`src/rtl/synth_voice_sequencer.sv`:
```
`default_nettype none
// +-----------------------------------------------------------------------------+
// | synth_voice_sequencer: per-sample key scan driving the synth data_path.     |
// | Revision: 1.0                                                               |
// +-----------------------------------------------------------------------------+
module synth_voice_sequencer #(
   parameter int NUM_KEYS = 128
) (
   input  logic        CLK,
   input  logic        RESET,
   input  logic        SAMPLE_REQ,
   input  logic        LD_VEL,
   input  logic [6:0]  AVL_KEY,
   input  logic [6:0]  AVL_VEL,
   input  logic        NOTE_END,
   input  logic        ATT_OFF,
   input  logic [31:0] TONE,
   output logic [6:0]  KEY,
   output logic        LD_PHASE,
   output logic        LD_AMP,
   output logic        LD_TONE,
   output logic        PHASE_MUX,
   output logic        TONE_MUX,
   output logic        AMP_SEL,
   output logic        NOTE_ON,
   output logic        ATT_ON,
   output logic [23:0] SAMPLE_OUT,
   output logic        SAMPLE_VALID,
   output logic        BUSY,
   output logic        OVERRUN
);

   localparam logic [6:0] LAST_KEY = 7'(NUM_KEYS - 1);

   typedef enum logic [1:0] {
      ST_IDLE  = 2'd0,
      ST_CLEAR = 2'd1,
      ST_SCAN  = 2'd2,
      ST_DONE  = 2'd3
   } state_t;

   state_t              state_q, state_d;
   logic [6:0]          key_q, key_d;
   logic [NUM_KEYS-1:0] held_q, held_d;
   logic [NUM_KEYS-1:0] att_q, att_d;
   logic [NUM_KEYS-1:0] active_q, active_d;
   logic [NUM_KEYS-1:0] restart_q, restart_d;
   logic [23:0]         sample_out_q, sample_out_d;
   logic                sample_valid_q, sample_valid_d;
   logic                overrun_q, overrun_d;

   logic cur_held, cur_att, cur_active, cur_restart, scan_hit;
   logic unused_tone_lsbs;

   assign cur_held    = held_q[key_q];
   assign cur_att     = att_q[key_q];
   assign cur_active  = active_q[key_q];
   assign cur_restart = restart_q[key_q];
   assign scan_hit    = (state_q == ST_SCAN) && cur_active;

   // Only the upper 24 bits of the accumulator reach the audio output.
   assign unused_tone_lsbs = ^TONE[7:0];

   assign KEY          = key_q;
   assign SAMPLE_OUT   = sample_out_q;
   assign SAMPLE_VALID = sample_valid_q;
   assign OVERRUN      = overrun_q;
   assign BUSY         = (state_q != ST_IDLE);

   // Strobes depend only on registered state, so they are stable all cycle.
   always_comb begin
      LD_PHASE  = 1'b0;
      LD_AMP    = 1'b0;
      LD_TONE   = 1'b0;
      PHASE_MUX = 1'b0;
      TONE_MUX  = 1'b0;
      AMP_SEL   = 1'b0;
      NOTE_ON   = 1'b0;
      ATT_ON    = 1'b0;
      if (state_q == ST_CLEAR) begin
         LD_TONE = 1'b1;
      end else if (scan_hit) begin
         LD_PHASE  = 1'b1;
         LD_AMP    = 1'b1;
         LD_TONE   = 1'b1;
         TONE_MUX  = 1'b1;
         PHASE_MUX = ~cur_restart;
         AMP_SEL   = cur_restart;
         ATT_ON    = cur_restart | cur_att;
         NOTE_ON   = cur_held;
      end
   end

   always_comb begin
      state_d        = state_q;
      key_d          = key_q;
      held_d         = held_q;
      att_d          = att_q;
      active_d       = active_q;
      restart_d      = restart_q;
      sample_out_d   = sample_out_q;
      sample_valid_d = 1'b0;
      overrun_d      = overrun_q | (SAMPLE_REQ && (state_q != ST_IDLE));

      case (state_q)
         ST_IDLE: begin
            key_d = 7'd0;
            if (SAMPLE_REQ) begin
               state_d = ST_CLEAR;
            end
         end
         ST_CLEAR: begin
            key_d   = 7'd0;
            state_d = ST_SCAN;
         end
         ST_SCAN: begin
            key_d = key_q + 7'd1;
            if (key_q == LAST_KEY) begin
               state_d = ST_DONE;
            end
            if (cur_active) begin
               if (cur_restart) begin
                  restart_d[key_q] = 1'b0;
               end else begin
                  if (ATT_OFF) begin
                     att_d[key_q] = 1'b0;
                  end
                  if (NOTE_END) begin
                     active_d[key_q] = 1'b0;
                  end
               end
            end
         end
         ST_DONE: begin
            sample_out_d   = TONE[31:8];
            sample_valid_d = 1'b1;
            state_d        = ST_IDLE;
         end
         default: begin
            state_d = ST_IDLE;
         end
      endcase

      // Applied last so a write to the key under scan wins over its scan-driven clears.
      if (LD_VEL) begin
         if (AVL_VEL != 7'd0) begin
            held_d[AVL_KEY]    = 1'b1;
            att_d[AVL_KEY]     = 1'b1;
            active_d[AVL_KEY]  = 1'b1;
            restart_d[AVL_KEY] = 1'b1;
         end else begin
            held_d[AVL_KEY] = 1'b0;
            att_d[AVL_KEY]  = 1'b0;
         end
      end
   end

   always_ff @(posedge CLK) begin
      if (RESET) begin
         state_q        <= ST_IDLE;
         key_q          <= 7'd0;
         held_q         <= '0;
         att_q          <= '0;
         active_q       <= '0;
         restart_q      <= '0;
         sample_out_q   <= 24'd0;
         sample_valid_q <= 1'b0;
         overrun_q      <= 1'b0;
      end else begin
         state_q        <= state_d;
         key_q          <= key_d;
         held_q         <= held_d;
         att_q          <= att_d;
         active_q       <= active_d;
         restart_q      <= restart_d;
         sample_out_q   <= sample_out_d;
         sample_valid_q <= sample_valid_d;
         overrun_q      <= overrun_d;
      end
   end

endmodule
`default_nettype wire

```
`config.mk`:
```
export PLATFORM = sky130hd
export DESIGN_NAME = synth_voice_sequencer
export DESIGN_NICKNAME = d
export VERILOG_FILES = /design/src/rtl/synth_voice_sequencer.sv
export SDC_FILE = /design/constraint.sdc
export NUM_CORES = 1
export LEC_CHECK = 0
export BUFFER_PORTS_ARGS = -buffer_cell sky130_fd_sc_hd__buf_2
export CAP_MARGIN = 40
export CORE_MARGIN = 2
export CORE_UTILIZATION = 55
export DETAILED_ROUTE_END_ITERATION = 8
export MAX_ROUTING_LAYER = met4
export PLACE_DENSITY_LB_ADDON = 0.08
export SKIP_CTS_REPAIR_TIMING = 1
export SLEW_MARGIN = 40
export SYNTH_ARGS = -nofsm -noshare
export SYNTH_HDL_FRONTEND = slang
export SYNTH_SLANG_ARGS = --single-unit
export TNS_END_PERCENT = 1
```
`constraint.sdc`:
```
create_clock -name CLK -period 4.85 [get_ports CLK]
set_clock_uncertainty 0.05 [all_clocks]
set_input_delay 0.7275 -clock CLK [delete_from_list [all_inputs] [get_ports CLK]]
set_output_delay 0.7275 -clock CLK [all_outputs]
set_load 0.02 [all_outputs]
```
==> results of run 1 <==
[cell families (layout without fill, tap and decap cells)]
kind of cell	after synthesis	in the layout	synth area share (%)
muxes	89	89	4.47
and+or+nand+nor	1391	1391	24.6
other	0	2	0
AOI/OAI and AO/OA	811	811	23.2
DFF	547	547	42.8
adders and majority gates	6	6	0.294
buffers and inverters	285	373	4.67
[power groups by stage]
stage	Clock, W	Combinational, W	Sequential, W
global route	0.00474	0.00122	0.00459
CTS	0.00456	0.00109	0.00460
global placement	0	0.00105	0.00469
finish	0.00456	0.00119	0.00459
floorplan	0	0.000591	0.00469
detailed placement	0	0.00109	0.00470
[cells in the mapped netlist, types with 4 or more instances]
| master | n |
|---|---|
| mux2_2 | 11 |
| o31a_1 | 4 |
| dfxtp_1 | 547 |
| nor4b_1 | 5 |
| nor3_1 | 29 |
| o22a_1 | 13 |
| or3_1 | 6 |
| inv_1 | 8 |
| nor4_1 | 127 |
| a21bo_2 | 5 |
| and2_1 | 6 |
| o22ai_1 | 49 |
| o211ai_1 | 9 |
| o311ai_0 | 8 |
| clkbuf_1 | 175 |
| mux4_2 | 19 |
| a311oi_1 | 7 |
| a22oi_1 | 52 |
| a222oi_1 | 11 |
| a22o_1 | 12 |
| a21oi_1 | 152 |
| o221ai_1 | 9 |
| buf_4 | 4 |
| nand3_1 | 26 |
| a31oi_1 | 15 |
| nand2_1 | 301 |
| mux2i_1 | 59 |
| nand2b_1 | 14 |
| o31ai_1 | 13 |
| buf_1 | 14 |
| a211oi_1 | 259 |
| o21ai_0 | 17 |
| a221oi_1 | 37 |
| nor2b_1 | 19 |
| o32ai_1 | 122 |
| ha_1 | 6 |
| nand3b_1 | 120 |
| nor2_1 | 719 |
| buf_2 | 81 |
[layer usage]
metal	GRT usage (%)	wire (µm)
met2	61.7	43500
met3	8.53	13300
met5	-	0
met1	56.9	39900
met4	23.2	6590
[layout make-up]
type / count / area, µm² / share of cell area [%]
Clock inverter: 17 / 140 / 0.474
Sequential cell: 547 / 11000 / 37.1
Timing Repair Buffer: 255 / 2190 / 7.40
Multi-Input combinational cell: 2297 / 13700 / 46.2
Clock buffer: 91 / 1800 / 6.09
Antenna cell: 2 / 5.00 / 0.0169
Inverter: 10 / 41.3 / 0.140
Tap cell: 600 / 751 / 2.54
[tightest hold or removal path, stage by stage]
cell and delay, ns:
buf_2 0.07, mux2i_1 0.05, nor2_1 0.07
[worst min path at each step]
stage,startpoint,end,slack [ns],cells after the start
2_1_floorplan,flop,flop,0.40,2
3_3_place_gp,OVERRUN$_SDFF_PP0_,OVERRUN$_SDFF_PP0_,0.40,2
3_5_place_dp,flop,flop,0.42,2
4_1_cts,TONE[16],SAMPLE_OUT[8]$_SDFFE_PP0P_,0.28,3
5_1_grt,TONE[30],SAMPLE_OUT[22]$_SDFFE_PP0P_,0.29,3
6_report,TONE[26],SAMPLE_OUT[18]$_SDFFE_PP0P_,0.28,3
[per-stage QoR]
step | setup slack [ns] | utilization [%]
2_1_floorplan | 0.958 | -
3_3_place_gp | 0.0194 | 59.4
3_5_place_dp | -0.0278 | 60.0
4_1_cts | -0.688 | 64.3
5_1_grt | -0.0284 | 64.7
6_report | -0.0472 | 64.7
==> results.txt, run 1 <==
----------------------------------------------------
[Clocking]
  Clk root buf ... clkbuf_16
  CTS tree ... built
  Inserted Clock Buffers ... 58
  Clock Sinks ... 547
  Clock latency of the later-clocked register in the worst-skew pair ... 0.64 ns
  Htree depth ... 2
  Clock transition at path regs ... 0.06 ns
  Max clock buf depth ... 3

[Layout]
  Net count reported at finish ... 3227
  Fin cells ... 3819
  Most frequent cells in the layout ... nor2_1 (704), dfxtp_1 (544), nand2_1 (297)
  Number of fillers in the final layout ... 3923
  Most common cell after layout, fill and taps aside ... nor2_1
  Fraction of final layout cells sized beyond drive strength 1 ... 13.6%
  Final instance area ... 29600 µm²
  Layout overhead on the synthesized area ... 15.6%

[GRT]
  Global-route wire length before repair ... 152000 µm
  Vias in the first global route ... 24600
  Number of antenna violations at the first check in global routing ... 1
  Largest net degree at the start of global routing ... 131
  GRT Util Overall ... 43.0%
  GR Overflow Total ... 0

[Routing]
  Number of DRC violations after detailed-routing iteration 0 ... 4141
  Initial DRT Pass Iterations ... 8
  Total via count in the routed design ... 26700
  Number of remaining DRC errors ... 0
  Post-detailed-routing wire length ... 103000 µm
  Average wire per cell in the routed design ... 27.0 µm
  Antenna-violating nets left ... 0
  Vias per cell ... 7.00

[Worst setup path]
  Flop-to-flop setup slack ... 0.51 ns
  Origin of the critical flop-to-flop path ... KEY[0]$_SDFFE_PP0P_
  Crit path to ... NOTE_ON
  Top cell family by delay on the critical path ... simple AND/OR/NAND/NOR gates
  Cell with the largest stage delay on the worst path ... nand2_1
  Startpoint types ... flop
  Beginning of the critical path ... KEY[1]$_SDFFE_PP0P_
  Endpoint of the most critical register-to-register path ... active_q[74]$_SDFF_PP0_
  Number of cells on the worst reg-to-reg path ... 12
  Arrival time of the worst setup path ... 4.12 ns
  Worst Path Class, Setup ... flop to output port
  Element type at the critical path end ... output port
  Largest stage delay on the critical path ... 0.59 ns
  CP Data Required Time ... 4.07 ns
  Worst path buffer plus inverter count ... 4
  Cell depth of the worst setup path ... 11
  Critical path, cell by cell ... buf_4 > nor2b_4 > nand2_1 > buf_4 > o221ai_1 > o31ai_1 > nand3_1 > or3_1 > nor4_4 > buf_4 > buf_2
  Crit path max fanout ... 12
  Cell seen most often among critical-path stages ... buf_4

[Power and ir drop]
  Internal power ... 0.00753 W
  Power, Total ... 0.0103 W
  Power density over the cells ... 350 nW/µm²
  Max VDD drop ... 0.326 mV
  Leakage Power ... 9.95 nW
  Switching power share of the total ... 27.2%
  Logic gate share of total power ... 11.5%
  Clock network fraction of design power ... 44.1%
  Sequential fraction of design power ... 44.4%
  Net switching power figure ... 0.00282 W

[STA]
  Fmax ... 0.204 GHz
  Fraction of the cycle the final worst path needs ... 101%
  Number of max-slew violations in the final report ... 0
  Final setup violation count ... 2
  Slew @ Worst Pin ... 0.999 ns
  Least setup slack across all paths after layout ... -0.0472 ns
  Final worst path period need ... 4.90 ns
  Sum of negative setup slack ... -0.0868 ns
  Worst max-slew margin expressed relative to the limit ... 33.3%
  Post-route worst hold slack ... 0.283 ns
  Final-report hold violation count ... 0

[Synthesis]
  Number of instances in the synthesized netlist ... 3129
  Per-instance average area after synthesis ... 8.17 µm²
  Count of distinct cell types in the synthesized netlist ... 64
  Area share of the largest cell type after synthesis ... 42.8%
  Nets in the synthesized netlist ... 3187
  Primary FF master, synth ... dfxtp_1
  Dominant cell type by area after synthesis ... dfxtp_1
  Warning count from the yosys run ... 0
  Sequential-to-total area share from yosys stat ... 42.8%
  Total standard cell area after synthesis ... 25600 µm²
  Main area contributors after synthesis ... dfxtp_1 (43%), nor2_1 (11%), a211oi_1 (7.6%), nand2_1 (4.4%), o32ai_1 (4.2%)
  Number of synthesized flops with an enable pin ... 0
  Flip-flop and latch count after synthesis ... 547
  Post-synth ARST share ... 0%

[Die]
  Effective utilization at floorplan ... 56.0%
  Core region area ... 45700 µm²
  Height of the die ... 220 µm
  Area enclosed by the die boundary ... 48200 µm²
  Std-Cell Rows ... 78
  Number of top-level pins ... 94
  Horizontal die dimension ... 220 µm

[Placement]
  Placed Area ... 27400 µm²
  DP Cell Count ... 3699
  Detailed Place HPWL ... 65900 µm
  Final weighted congestion in routability-driven placement ... 0.990
  # port buffers ... 85

[Min path]
  Hold Path Class ... input port to flop

[Status]
  Run status ... complete, but fails checks
  Violated checks ... setup timing

[Flow run]
  Number of maximum-capacitance violations ... 0

----------------------------------------------------
No activity file was read; power rests on OpenSTA's default activity.
==> run 2: changes to the inputs <==
--- a/config.mk
+++ b/config.mk
@@ -5,6 +5,7 @@
 export SDC_FILE = /design/constraint.sdc
 export NUM_CORES = 1
 export LEC_CHECK = 0
+export ABC_AREA = 1
 export BUFFER_PORTS_ARGS = -buffer_cell sky130_fd_sc_hd__buf_2
 export CAP_MARGIN = 40
 export CORE_MARGIN = 2
==> run 2 against run 1 <==
Compared with the run above: the run now ends clean; routed wire length fell by 3.3%; flip-flop and latch count stayed put; combinational power is 8% higher; first-iteration DRC count shrank 20%; total power rose by 0.59%; cell count increased by 47%; clock-buffer cell count is 8 lower; synthesized area is 15% higher; hold slack got worse by 0.013 ns; clock power fell by 0.9%; critical path depth up 3; highest routed layer unchanged.
==> results.txt, run 2 <==
----------------------------------------------------
[Clocking]
  Inserted Clock Buffers ... 58
  Clk root buf ... clkbuf_16
  Max clock buf depth ... 3
  CTS tree ... built
  Clock transition at path regs ... 0.07 ns
  Htree depth ... 2
  Clock Sinks ... 547
  Clock latency of the later-clocked register in the worst-skew pair ... 0.63 ns

[Synthesis]
  Main area contributors after synthesis ... dfxtp_1 (37%), nand2_1 (23%), nor2_1 (12%), a21oi_1 (9.2%), inv_1 (5.0%)
  Nets in the synthesized netlist ... 5015
  Count of distinct cell types in the synthesized netlist ... 38
  Warning count from the yosys run ... 0
  Flip-flop and latch count after synthesis ... 547
  Adder and majority cell fraction of the synthesized area ... 0.255%
  Count leader, synth ... nand2_1
  Xor/xnor cell area share of the yosys netlist ... 0%
  Total standard cell area after synthesis ... 29500 µm²
  Synthesized-area fraction occupied by ao, oa, aoi and oai cells ... 15.0%
  Number of synthesized flops with an enable pin ... 0
  Primary FF master, synth ... dfxtp_1
  Mux contribution to synthesized area ... 0%
  Post-synth ARST share ... 0%
  Sequential-to-total area share from yosys stat ... 37.2%
  Number of instances in the synthesized netlist ... 4957
  Per-instance average area after synthesis ... 5.94 µm²
  Most used standard cells in the synthesized netlist ... nand2_1 (1815), nor2_1 (970), dfxtp_1 (547)
  Largest family of logic cells by synthesized area ... simple AND/OR/NAND/NOR gates
  Dominant cell type by area after synthesis ... dfxtp_1
  Area share of the largest cell type after synthesis ... 37.2%
  Simple-gate share of the synthesized area ... 36.8%

[STA]
  Final worst path period need ... 4.78 ns
  Final setup violation count ... 0
  Sum of negative setup slack ... 0 ns
  Final-report hold violation count ... 0
  Fmax ... 0.209 GHz
  Least setup slack across all paths after layout ... 0.0745 ns
  Worst max-slew margin expressed relative to the limit ... 39.6%
  Setup repair after global routing missed its margin ... false
  Fraction of the cycle the final worst path needs ... 98.5%
  Post-route worst hold slack ... 0.270 ns
  Number of max-slew violations in the final report ... 0
  Slew @ Worst Pin ... 0.906 ns

[Worst setup path]
  Startpoint types ... flop
  Cell seen most often among critical-path stages ... nor2_1
  Worst Path Class, Setup ... flop to output port
  Element type at the critical path end ... output port
  Arrival time of the worst setup path ... 4.00 ns
  Crit path max fanout ... 30
  CP Data Required Time ... 4.07 ns
  Beginning of the critical path ... KEY[1]$_SDFFE_PP0P_
  Cell with the largest stage delay on the worst path ... o31ai_1
  Largest stage delay on the critical path ... 0.54 ns
  Origin of the critical flop-to-flop path ... KEY[0]$_SDFFE_PP0P_
  Critical path, cell by cell ... buf_4 > nor2_1 > nand2_2 > buf_12 > o22ai_1 > o31ai_1 > nand2_1 > nor2_1 > nand2_1 > nor2_1 > nand2_1 > nor2_1 > nor2_1 > buf_2

[Routing]
  Average wire per cell in the routed design ... 17.8 µm
  Antenna-violating nets left ... 0
  Post-detailed-routing wire length ... 99900 µm
  Vias per cell ... 5.45
  Routed length on met1 ... 42200 µm
  Total via count in the routed design ... 30500
  Met3 wire len ... 9090 µm
  Initial DRT Pass Iterations ... 6
  Uppermost signal routing layer after detailed routing ... met4
  Number of remaining DRC errors ... 0
  Number of DRC violations after detailed-routing iteration 0 ... 3330
  Detail Route met2 WL ... 44100 µm

[Die]
  Core region area ... 52800 µm²
  Horizontal die dimension ... 235 µm
  Std-Cell Rows ... 84
  Number of top-level pins ... 94
  Area enclosed by the die boundary ... 55400 µm²
  Effective utilization at floorplan ... 55.8%
  Height of the die ... 235 µm

[Power and ir drop]
  Max VDD drop ... 0.276 mV
  Power, Total ... 0.0104 W
  Power density over the cells ... 326 nW/µm²
  Leakage Power ... 11.5 nW

[Layout]
  Fraction of final layout cells sized beyond drive strength 1 ... 5.81%
  Layout overhead on the synthesized area ... 8.20%
  Net count reported at finish ... 4920
  Most frequent cells in the layout ... nand2_1 (1806), nor2_1 (969), dfxtp_1 (544)
  Most common cell after layout, fill and taps aside ... nand2_1
  Core utilization of the finished layout ... 60.4%

[Status]
  Run status ... finished, final reports clean

[Placement]
  # port buffers ... 85
  Final weighted congestion in routability-driven placement ... 0.949
  Worst slack at placement ... 0.809 ns
  Detailed Place HPWL ... 59400 µm

[Flow run]
  Number of maximum-capacitance violations ... 0

[GRT]
  GRT Util Overall ... 36.1%
  GR Overflow Total ... 0
  Number of antenna violations at the first check in global routing ... 2
  Global-route wire length before repair ... 156000 µm
  Largest net degree at the start of global routing ... 159
  Vias in the first global route ... 27400

[Min path]
  Hold Path Class ... input port to flop
  Worst Min Path Start ... TONE[27]

----------------------------------------------------
## run 2: changes by cell type after synthesis, moves of 119 or more
cell	previous run	this run
nor4_1	127	2
nand3b_1	120	1
inv_1	8	393
nand2_1	301	1815
a211oi_1	259	1
nor2_1	719	970
o21ai_0	17	174
a21oi_1	152	541
o32ai_1	122	0
## run 2: kinds of logic after synthesis
group,Yosys count
flip-flops,547
AND/OR/NAND/NOR,2852
buffers and inverters,711
AO/OA/AOI/OAI,841
adder cells (fa/ha/maj),6
## run 2: per-layer routing
metal	up-vias	GRT usage, %
li1	15200	-
met1	13700	47.7
met2	1332	55.4
met3	266	5.08
met4	0	15.3
met5	-	-
## run 2: critical path, delay by kind of cell (launching register included)
kind / cells / cell delay (ns)
simple gates: 9 / 1.41
buf+inv: 3 / 0.75
compound gates: 2 / 0.65
flops: 1 / 0.53
## run 2: area by class of cell
type	count	area (µm²)
inverter	401	1510
fill	5296	20900
clock inverter	23	209
tap	688	861
antenna	2	5.00
sequential	547	11000
clock buffer	83	1710
timing repair buffer	155	1250
multi-input combinational	3699	15400
## run 2: path summary, 6_finish.rpt
path,to,slack [ns],depth (start not counted)
max reg2reg,restart_q[0]$_SDFF_PP0_,0.96,17
min reg2reg,restart_q[19]$_SDFF_PP0_,0.41,2
min,SAMPLE_OUT[19]$_SDFFE_PP0P_,0.27,3
max,ATT_ON,0.07,14
## run 2: power breakdown
part           switching, W  total [W]  internal (W)
registers         0.0000400    0.00460       0.00456
logic              0.000969    0.00129      0.000319
clock network       0.00192    0.00452       0.00259
total               0.00293     0.0104       0.00747
## run 2: metrics by stage
step | std cells | instance area (µm²)
after CTS | 5594 | 31800
final | 5598 | 31900
after floorplan | 4957 | 29500
after detailed placement | 5488 | 29900
after global placement | 5487 | 29900
after global routing | 5598 | 31900
